<file path="src/rtl/press_event_encoder.sv">
// ---------------------------------------------------------------------------
// press_event_encoder : lane button sync/select, press timing, keyReady strobe
// Rev 1.0 -- optional debounce filter enabled by defining PRESS_DEBOUNCE_EN
// ---------------------------------------------------------------------------
`timescale 1ns/1ps
`default_nettype none

module press_event_encoder #(
  parameter int TICK_BIT        = 22,
  parameter int DEBOUNCE_CYCLES = 16
) (
  input  logic        clk,
  input  logic        rst,
  input  logic [31:0] Div,
  input  logic [3:0]  btn,
  output logic [1:0]  position,
  output logic        is_pressing,
  output logic [3:0]  press_time,
  output logic        keyReady
);

  localparam logic [1:0] S_IDLE     = 2'd0;
  localparam logic [1:0] S_HELD     = 2'd1;
  localparam logic [1:0] S_REPORT   = 2'd2;
  localparam logic [1:0] S_WAIT_REL = 2'd3;

  logic [3:0] r_sync1;
  logic [3:0] r_sync2;
  logic [3:0] w_btn_f;

  always_ff @(posedge clk) begin
    if (rst) begin
      r_sync1 <= 4'b0;
      r_sync2 <= 4'b0;
    end else begin
      r_sync1 <= btn;
      r_sync2 <= r_sync1;
    end
  end

`ifdef PRESS_DEBOUNCE_EN
  localparam int              CNT_W    = (DEBOUNCE_CYCLES > 1) ? $clog2(DEBOUNCE_CYCLES) : 1;
  localparam logic [CNT_W-1:0] CNT_LAST = CNT_W'(DEBOUNCE_CYCLES - 1);

  genvar gi;
  for (gi = 0; gi < 4; gi++) begin : g_lane
    logic [CNT_W-1:0] r_cnt;
    logic             r_flt;

    // Counter runs only while the synchronized level disagrees with the filtered one
    always_ff @(posedge clk) begin
      if (rst) begin
        r_cnt <= '0;
        r_flt <= 1'b0;
      end else if (r_sync2[gi] == r_flt) begin
        r_cnt <= '0;
      end else if (r_cnt == CNT_LAST) begin
        r_cnt <= '0;
        r_flt <= r_sync2[gi];
      end else begin
        r_cnt <= r_cnt + 1'b1;
      end
    end

    assign w_btn_f[gi] = r_flt;
  end
`else
  logic w_unused_cfg;
  assign w_unused_cfg = (DEBOUNCE_CYCLES > 0);
  assign w_btn_f      = r_sync2;
`endif

  logic r_div_prev;
  logic w_tick;
  logic w_unused_div;

  always_ff @(posedge clk) begin
    if (rst) r_div_prev <= 1'b0;
    else     r_div_prev <= Div[TICK_BIT];
  end

  assign w_tick       = Div[TICK_BIT] & ~r_div_prev;
  assign w_unused_div = ^Div;

  logic [1:0] w_low_lane;

  always_comb begin
    w_low_lane = 2'd0;
    if      (w_btn_f[0]) w_low_lane = 2'd0;
    else if (w_btn_f[1]) w_low_lane = 2'd1;
    else if (w_btn_f[2]) w_low_lane = 2'd2;
    else if (w_btn_f[3]) w_low_lane = 2'd3;
  end

  logic [1:0] r_state;
  logic [1:0] w_state_nxt;
  logic [1:0] w_pos_nxt;
  logic       w_press_nxt;
  logic [3:0] w_time_nxt;
  logic       w_kr_nxt;

  always_ff @(posedge clk) begin
    if (rst) begin
      r_state     <= S_IDLE;
      position    <= 2'd0;
      is_pressing <= 1'b0;
      press_time  <= 4'd0;
      keyReady    <= 1'b0;
    end else begin
      r_state     <= w_state_nxt;
      position    <= w_pos_nxt;
      is_pressing <= w_press_nxt;
      press_time  <= w_time_nxt;
      keyReady    <= w_kr_nxt;
    end
  end

  // WAIT_REL blocks a still-held second lane from starting a press without a fresh edge
  always_comb begin
    w_state_nxt = r_state;
    case (r_state)
      S_IDLE:     if (|w_btn_f) w_state_nxt = S_HELD;
      S_HELD:     if (!w_btn_f[position]) w_state_nxt = S_REPORT;
      S_REPORT:   w_state_nxt = (|w_btn_f) ? S_WAIT_REL : S_IDLE;
      S_WAIT_REL: if (w_btn_f == 4'b0) w_state_nxt = S_IDLE;
      default:    w_state_nxt = S_IDLE;
    endcase
  end

  // Release takes priority over a coincident tick
  always_comb begin
    w_pos_nxt   = position;
    w_press_nxt = is_pressing;
    w_time_nxt  = press_time;
    w_kr_nxt    = 1'b0;
    case (r_state)
      S_IDLE: begin
        if (|w_btn_f) begin
          w_pos_nxt   = w_low_lane;
          w_time_nxt  = 4'd0;
          w_press_nxt = 1'b1;
        end
      end
      S_HELD: begin
        if (!w_btn_f[position]) begin
          w_press_nxt = 1'b0;
          w_kr_nxt    = 1'b1;
        end else if (w_tick && (press_time != 4'hF)) begin
          w_time_nxt = press_time + 4'd1;
        end
      end
      default: begin
      end
    endcase
  end

endmodule

`default_nettype wire
</file>
<file path="config.mk">
export PLATFORM = sky130hd
export DESIGN_NAME = press_event_encoder
export DESIGN_NICKNAME = d
export VERILOG_FILES = /design/src/rtl/press_event_encoder.sv
export SDC_FILE = /design/constraint.sdc
export NUM_CORES = 1
export LEC_CHECK = 0
export CORE_MARGIN = 4
export CORE_UTILIZATION = 37
export DETAILED_ROUTE_END_ITERATION = 12
export MAX_ROUTING_LAYER = met4
export PLACE_DENSITY = 0.81
export SETUP_SLACK_MARGIN = 0.4
export SYNTH_ARGS = -nofsm -noshare
export SYNTH_HDL_FRONTEND = slang
export SYNTH_SLANG_ARGS = --single-unit
</file>
<file path="constraint.sdc">
create_clock -name clk -period 2.7 [get_ports clk]
set_input_delay 0.54 -clock clk [delete_from_list [all_inputs] [get_ports clk]]
set_output_delay 0.54 -clock clk [all_outputs]
set_load 0.01 [all_outputs]
</file>
==> flow_summary.json <==
{
  "cts_hold_buf": 0,
  "start_kind": "flop",
  "grt_max_degree": 20,
  "cts_sinks": 19,
  "setup_violations": 0,
  "die-area_um2": 2690,
  "pin_count": 46,
  "synth_top_area_cell": "dfxtp_1",
  "worst_pin_slew_ns": 0.638,
  "hold_path.class": "reg -> reg",
  "crit_path_max_incr_delay_ns": 0.56,
  "ir_worst_vdd_v": 0.000294,
  "drv_slew": 0,
  "die_width_um": 51.8,
  "port_buffers": 14,
  "setup.worst_path.start": "press_time[0]",
  "ys_ff_latch": 19,
  "first_pass_iters": 4,
  "cp_slowest_cell": "clkdlybuf4s50_1",
  "crit_path_cell_trace": "clkdlybuf4s50_1",
  "final.min_clock_period_ns": 1.79,
  "drt-wirelength-per-cell_um": 11.0,
  "core-area_um2": 1760,
  "synth_top_area_frac": 0.535,
  "cts_buffer_depth": 2,
  "fin_crit_sh": 0.663,
  "dp_cells": 109,
  "worstHoldStart": "r_sync1[2]",
  "utilization": 0.511,
  "drc_errors": 0,
  "critical_path_arrival_ns": 1.25,
  "antenna_found_initial": 0,
  "gp_congestion": 0.785,
  "grt_pass1_vias": 508,
  "path_buf_inv": 1,
  "slew-limit-headroom": 0.573,
  "synth_cells": 72,
  "htree_levels": 1,
  "ctsRootBufferMaster": "clkbuf_4",
  "worstPathRequired_ns": 2.16,
  "clk_pin_slew_worst_paths_ns": 0.10,
  "place_ws_ns": 0.705,
  "num_rows": 15,
  "drtIter0Drc": 8,
  "cts_setup_buffers": 0,
  "tns_ns": 0,
  "synthTopCellsByArea": "dfxtp_1, nor2b_1, a21oi_1, mux4_2, nand2_1",
  "synth_cell_types": 23,
  "cts_resized": 0,
  "nets": 128,
  "ys_warn_count": 0,
  "skew_ns": 0.00225,
  "n_antenna_cell": 0,
  "worstSetupEndpointType": "output pin",
  "syn_nets": 111,
  "cts_buffers": 3,
  "status": "finished clean",
  "yosysSeqAreaShare": 0.535,
  "crit_type": "reg -> out",
  "fp.dieH_um": 51.8,
  "area_growth_pct": 26.8,
  "cap_violations": 0,
  "clock_latency_ns": 0.29,
  "hold_viol": 0,
  "ant_nets": 0,
  "cts_tree": "done",
  "synth.avg_cell_area_um2": 9.87,
  "grt_first_pass_wirelength_um": 1990,
  "wl_um": 1250,
  "grtUsageTotal": 0.105,
  "syn_area_um2": 711,
  "fin_cells": 113,
  "rsz0062_at_grt": "no",
  "floorplan.initialDensity": 0.403,
  "max_freq_ghz": 0.559,
  "viasPerCell": 4.96,
  "grt-ovfl-total": 0,
  "worstReg2RegStart": "position[1]",
  "layout-drive-gt1-share": 0.114,
  "critPathTopFamily": "buffers and inverters",
  "setup_ws_ns": 0.910,
  "p_leak_nw": 0.316,
  "vias": 561,
  "path_max_fanout": 5,
  "p_per_area_nw_per_um2": 571
}
-- Yosys cell counts --
cell       n
a21oi_1    8
a31oi_1    1
a32oi_2    1
and4bb_2   1
clkbuf_1   2
dfxtp_1   19
ha_1       1
inv_1      2
inv_2      1
mux4_2     1
nand2_1    6
nand2b_1   1
nand3_1    4
nand3_2    1
nand3b_1   1
nor2_1     3
nor2b_1   10
nor3_1     2
o211ai_1   1
o21a_1     1
or2_2      1
or3_1      3
or4_4      1
-- layer usage --
| metal | vias up | global-route usage | share of wire |
|---|---|---|---|
| li1 | 282 | - | - |
| met1 | 259 | 0.0975 | 0.41 |
| met2 | 17 | 0.184 | 0.50 |
| met3 | 3 | 0.0344 | 0.071 |
| met4 | 0 | 0.0655 | 0.020 |
| met5 | - | - | 0 |
-- layout by cell type, fill, tap and decap left out, drive strengths merged --
| cell | n |
|---|---|
| nand3b | 1 |
| and4bb | 1 |
| mux4 | 1 |
| or2 | 1 |
| o21a | 1 |
| a31oi | 1 |
| o211ai | 1 |
| a21oi | 8 |
| nand2b | 1 |
| nor2b | 10 |
| or3 | 3 |
| inv | 3 |
| nor3 | 2 |
| nand2 | 6 |
| a32oi | 1 |
| dfxtp | 19 |
| nor2 | 3 |
| clkbuf | 4 |
| clkdlybuf4s50 | 14 |
| ha | 1 |
| or4 | 1 |
| nand3 | 5 |
-- cell families after synthesis --
logic type	after synthesis	share of synthesized area
simple gates	34	0.280
flops	19	0.535
compound gates	12	0.109
fa+ha+maj	1	0.0176
buf+inv	5	0.0264
mux	1	0.0317
-- layout make-up --
type                    instances  area (µm²)
well taps                      25        31.3
inverters                       3        11.3
fillers                       181         863
flip-flops and latches         19         380
repair buffers                 14         140
multi-input cells              48         312
clock buffers                   4        26.3
-- where the power goes --
group	internal [mW]	switching [mW]	leakage [nW]
clock	0.0575	0.0818	0.0150
sequential	0.296	0.00926	0.156
combinational	0.0377	0.0326	0.145
-- state kept, by name (all words and copies together) (netlist names) --
name / count
press_time: 4
r_sync1: 4
r_sync2: 4
position: 2
r_state: 2
is_pressing: 1
keyReady: 1
r_div_prev: 1
-- worst paths after layout --
path                        end  slack [ns]  cells past startpoint
hold / removal       r_sync2[2]        0.45                      1
setup / recovery  press_time[0]        0.91                      1
setup reg to reg  press_time[1]        1.20                      4
hold reg to reg      r_sync2[2]        0.45                      1
-- through the flow --
step / instance area [µm²] / power, mW / hold slack [ns]
6_report: 901 / 0.515 / 0.446
5_1_grt: 901 / 0.538 / 0.462
4_1_cts: 901 / 0.522 / 0.448
3_5_place_dp: 875 / 0.382 / 0.423
3_3_place_gp: 875 / 0.380 / 0.418
2_1_floorplan: 711 / 0.354 / 0.414
(Power assumes the default switching activity.)
==> variant (config.mk and constraints unchanged) <==
The option `PRESS_DEBOUNCE_EN` is turned on by a define.
--- a/src/rtl/press_event_encoder.sv
+++ b/src/rtl/press_event_encoder.sv
@@ -4,6 +4,8 @@
 // ---------------------------------------------------------------------------
 `timescale 1ns/1ps
 `default_nettype none
+
+`define PRESS_DEBOUNCE_EN
 
 module press_event_encoder #(
   parameter int TICK_BIT        = 22,
Check against the original RTL: not equivalent (Yosys sat finds a counterexample within 4 cycles, from zero or initial values and one cycle with rst high).
==> variant against the original RTL <==
Total power is 110% higher; sequential cell count grew 20; cell area up 100%; synthesized cell count is 110% higher; global-route usage is 0.34 points lower; maximum frequency decreased by 0.43%; area after synthesis up 110%; wire length up 85%; sequential share of layout area grew 0.52 points; sequential power grew 92%; setup slack lost 0.0077 ns; utilization fell by 3.0 points; critical endpoint is now press_time[3].
==> variant: results (changes against the original RTL) <==
metric;value;unit;change
status;complete, no violations;;unchanged
diodes inserted;0;;unchanged
Cell Count, Final, Fillers Out;224;;was 113
Clock Pin Slew Worst Setup and Hold Paths;0.07;ns;was 0.10 ns
DRT iter0 DRCs;23;;was 8
sequential-to-total area share from yosys stat;51.8;%;was 53.5%
Yosys warnings;0;;unchanged
vias in the first global route;989;;was 508
gate count after technology mapping;154;;was 72
Yosys cell types;26;;was 23
layout cells sized above 1;9.66;%;was 11.4%
Worst IR Drop VDD;0.000412;V;was 0.000294 V
GRT Resource Usage Total;10.2;%;was 10.5%
met1 usage;11.7;%;was 9.75%
maximum number of pins on one net before global-route repair;17;;was 20
DP HPWL;1720;µm;
CTS Buf Count;5;;was 3
top cells by area, synth;dfxtp_1 (52%), nor2_1 (6.7%), xor2_1 (4.7%), ha_1 (4.2%), nand2b_1 (4.2%);;was dfxtp_1 (54%), nor2b_1 (8.8%), a21oi_1 (5.6%), mux4_2 (3.2%), nand2_1 (3.2%)
Max H-tree Level;2;;was 1
DR vias/cell;4.66;;was 4.96
drt total wl;2300;µm;was 1250 µm
Post-Route Skew;0.00940;ns;was 0.00225 ns
synth cell count leaders;dfxtp_1 (39), nor2_1 (27), nand3_1 (11);;was dfxtp_1 (19), nor2b_1 (10), a21oi_1 (8)
GRT met2 Usage;15.4;%;was 18.4%
gpl congestion;0.783;;was 0.785
syn_nets;197;;was 111
Worst Hold Class;reg2reg;;unchanged
Root Driver;clkbuf_8;;was clkbuf_4
met3 GRT Util;2.95;%;was 3.44%
antenna violations before repair;0;;unchanged
Worst Tran Pin Value;0.495;ns;was 0.638 ns
global-route wire length before repair;4030;µm;was 1990 µm
LEAKAGE;0.715;nW;was 0.316 nW
-- variant: area by class of cell --
type                    instances  area (µm²)
repair buffers                 16         155
multi-input cells             108         699
fillers                       372        1970
inverters                       5        18.8
well taps                      48        60.1
flip-flops and latches         39         781
clock inverters                 3        43.8
clock buffers                   5        68.8
-- variant: metrics by stage --
stage | cell area (µm²) | setup slack, ns | total power [mW] | hold slack [ns]
6_report | 1830 | 0.902 | 1.09 | 0.440
5_1_grt | 1830 | 0.809 | 1.13 | 0.453
4_1_cts | 1830 | 0.882 | 1.11 | 0.444
3_5_place_dp | 1710 | 0.615 | 0.629 | 0.426
3_3_place_gp | 1710 | 0.611 | 0.628 | 0.416
2_1_floorplan | 1510 | 1.18 | 0.614 | 0.414
-- variant: kinds of logic (layout without fill, tap and decap cells) --
group           Yosys count  count (layout)  share of synthesized area [%]
compound gates           11              11                           5.15
xor+xnor                 12              12                           6.98
fa+ha+maj                 5               5                           4.15
buf+inv                   7              29                           1.74
flops                    39              39                           51.8
mux                       6               6                           4.82
simple gates             74              74                           25.3
-- variant: routing by layer --
layer	vias to the layer above	wire length [µm]	share of wire, %
met2	14	1090	47
met3	4	83	3.6
met4	0	43	1.9
met5	-	0	0
li1	555	-	-
met1	471	1090	47
-- variant: final timing paths --
kind | from | to | slack (ns) | depth (start not counted)
worst max register to register | position[0] | press_time[1] | 1.15 | 4
worst min-delay path | r_sync1[0] | r_sync2[0] | 0.44 | 1
worst max-delay path | press_time[3] | press_time[3] | 0.90 | 1
worst min register to register | r_sync1[0] | r_sync2[0] | 0.44 | 1
-- variant: power breakdown --
part | switching [mW] | leakage (nW) | internal (mW) | total, mW
combinational | 0.0116 | 0.341 | 0.0167 | 0.0283
sequential | 0.00352 | 0.316 | 0.583 | 0.586
clock | 0.200 | 0.0581 | 0.275 | 0.475
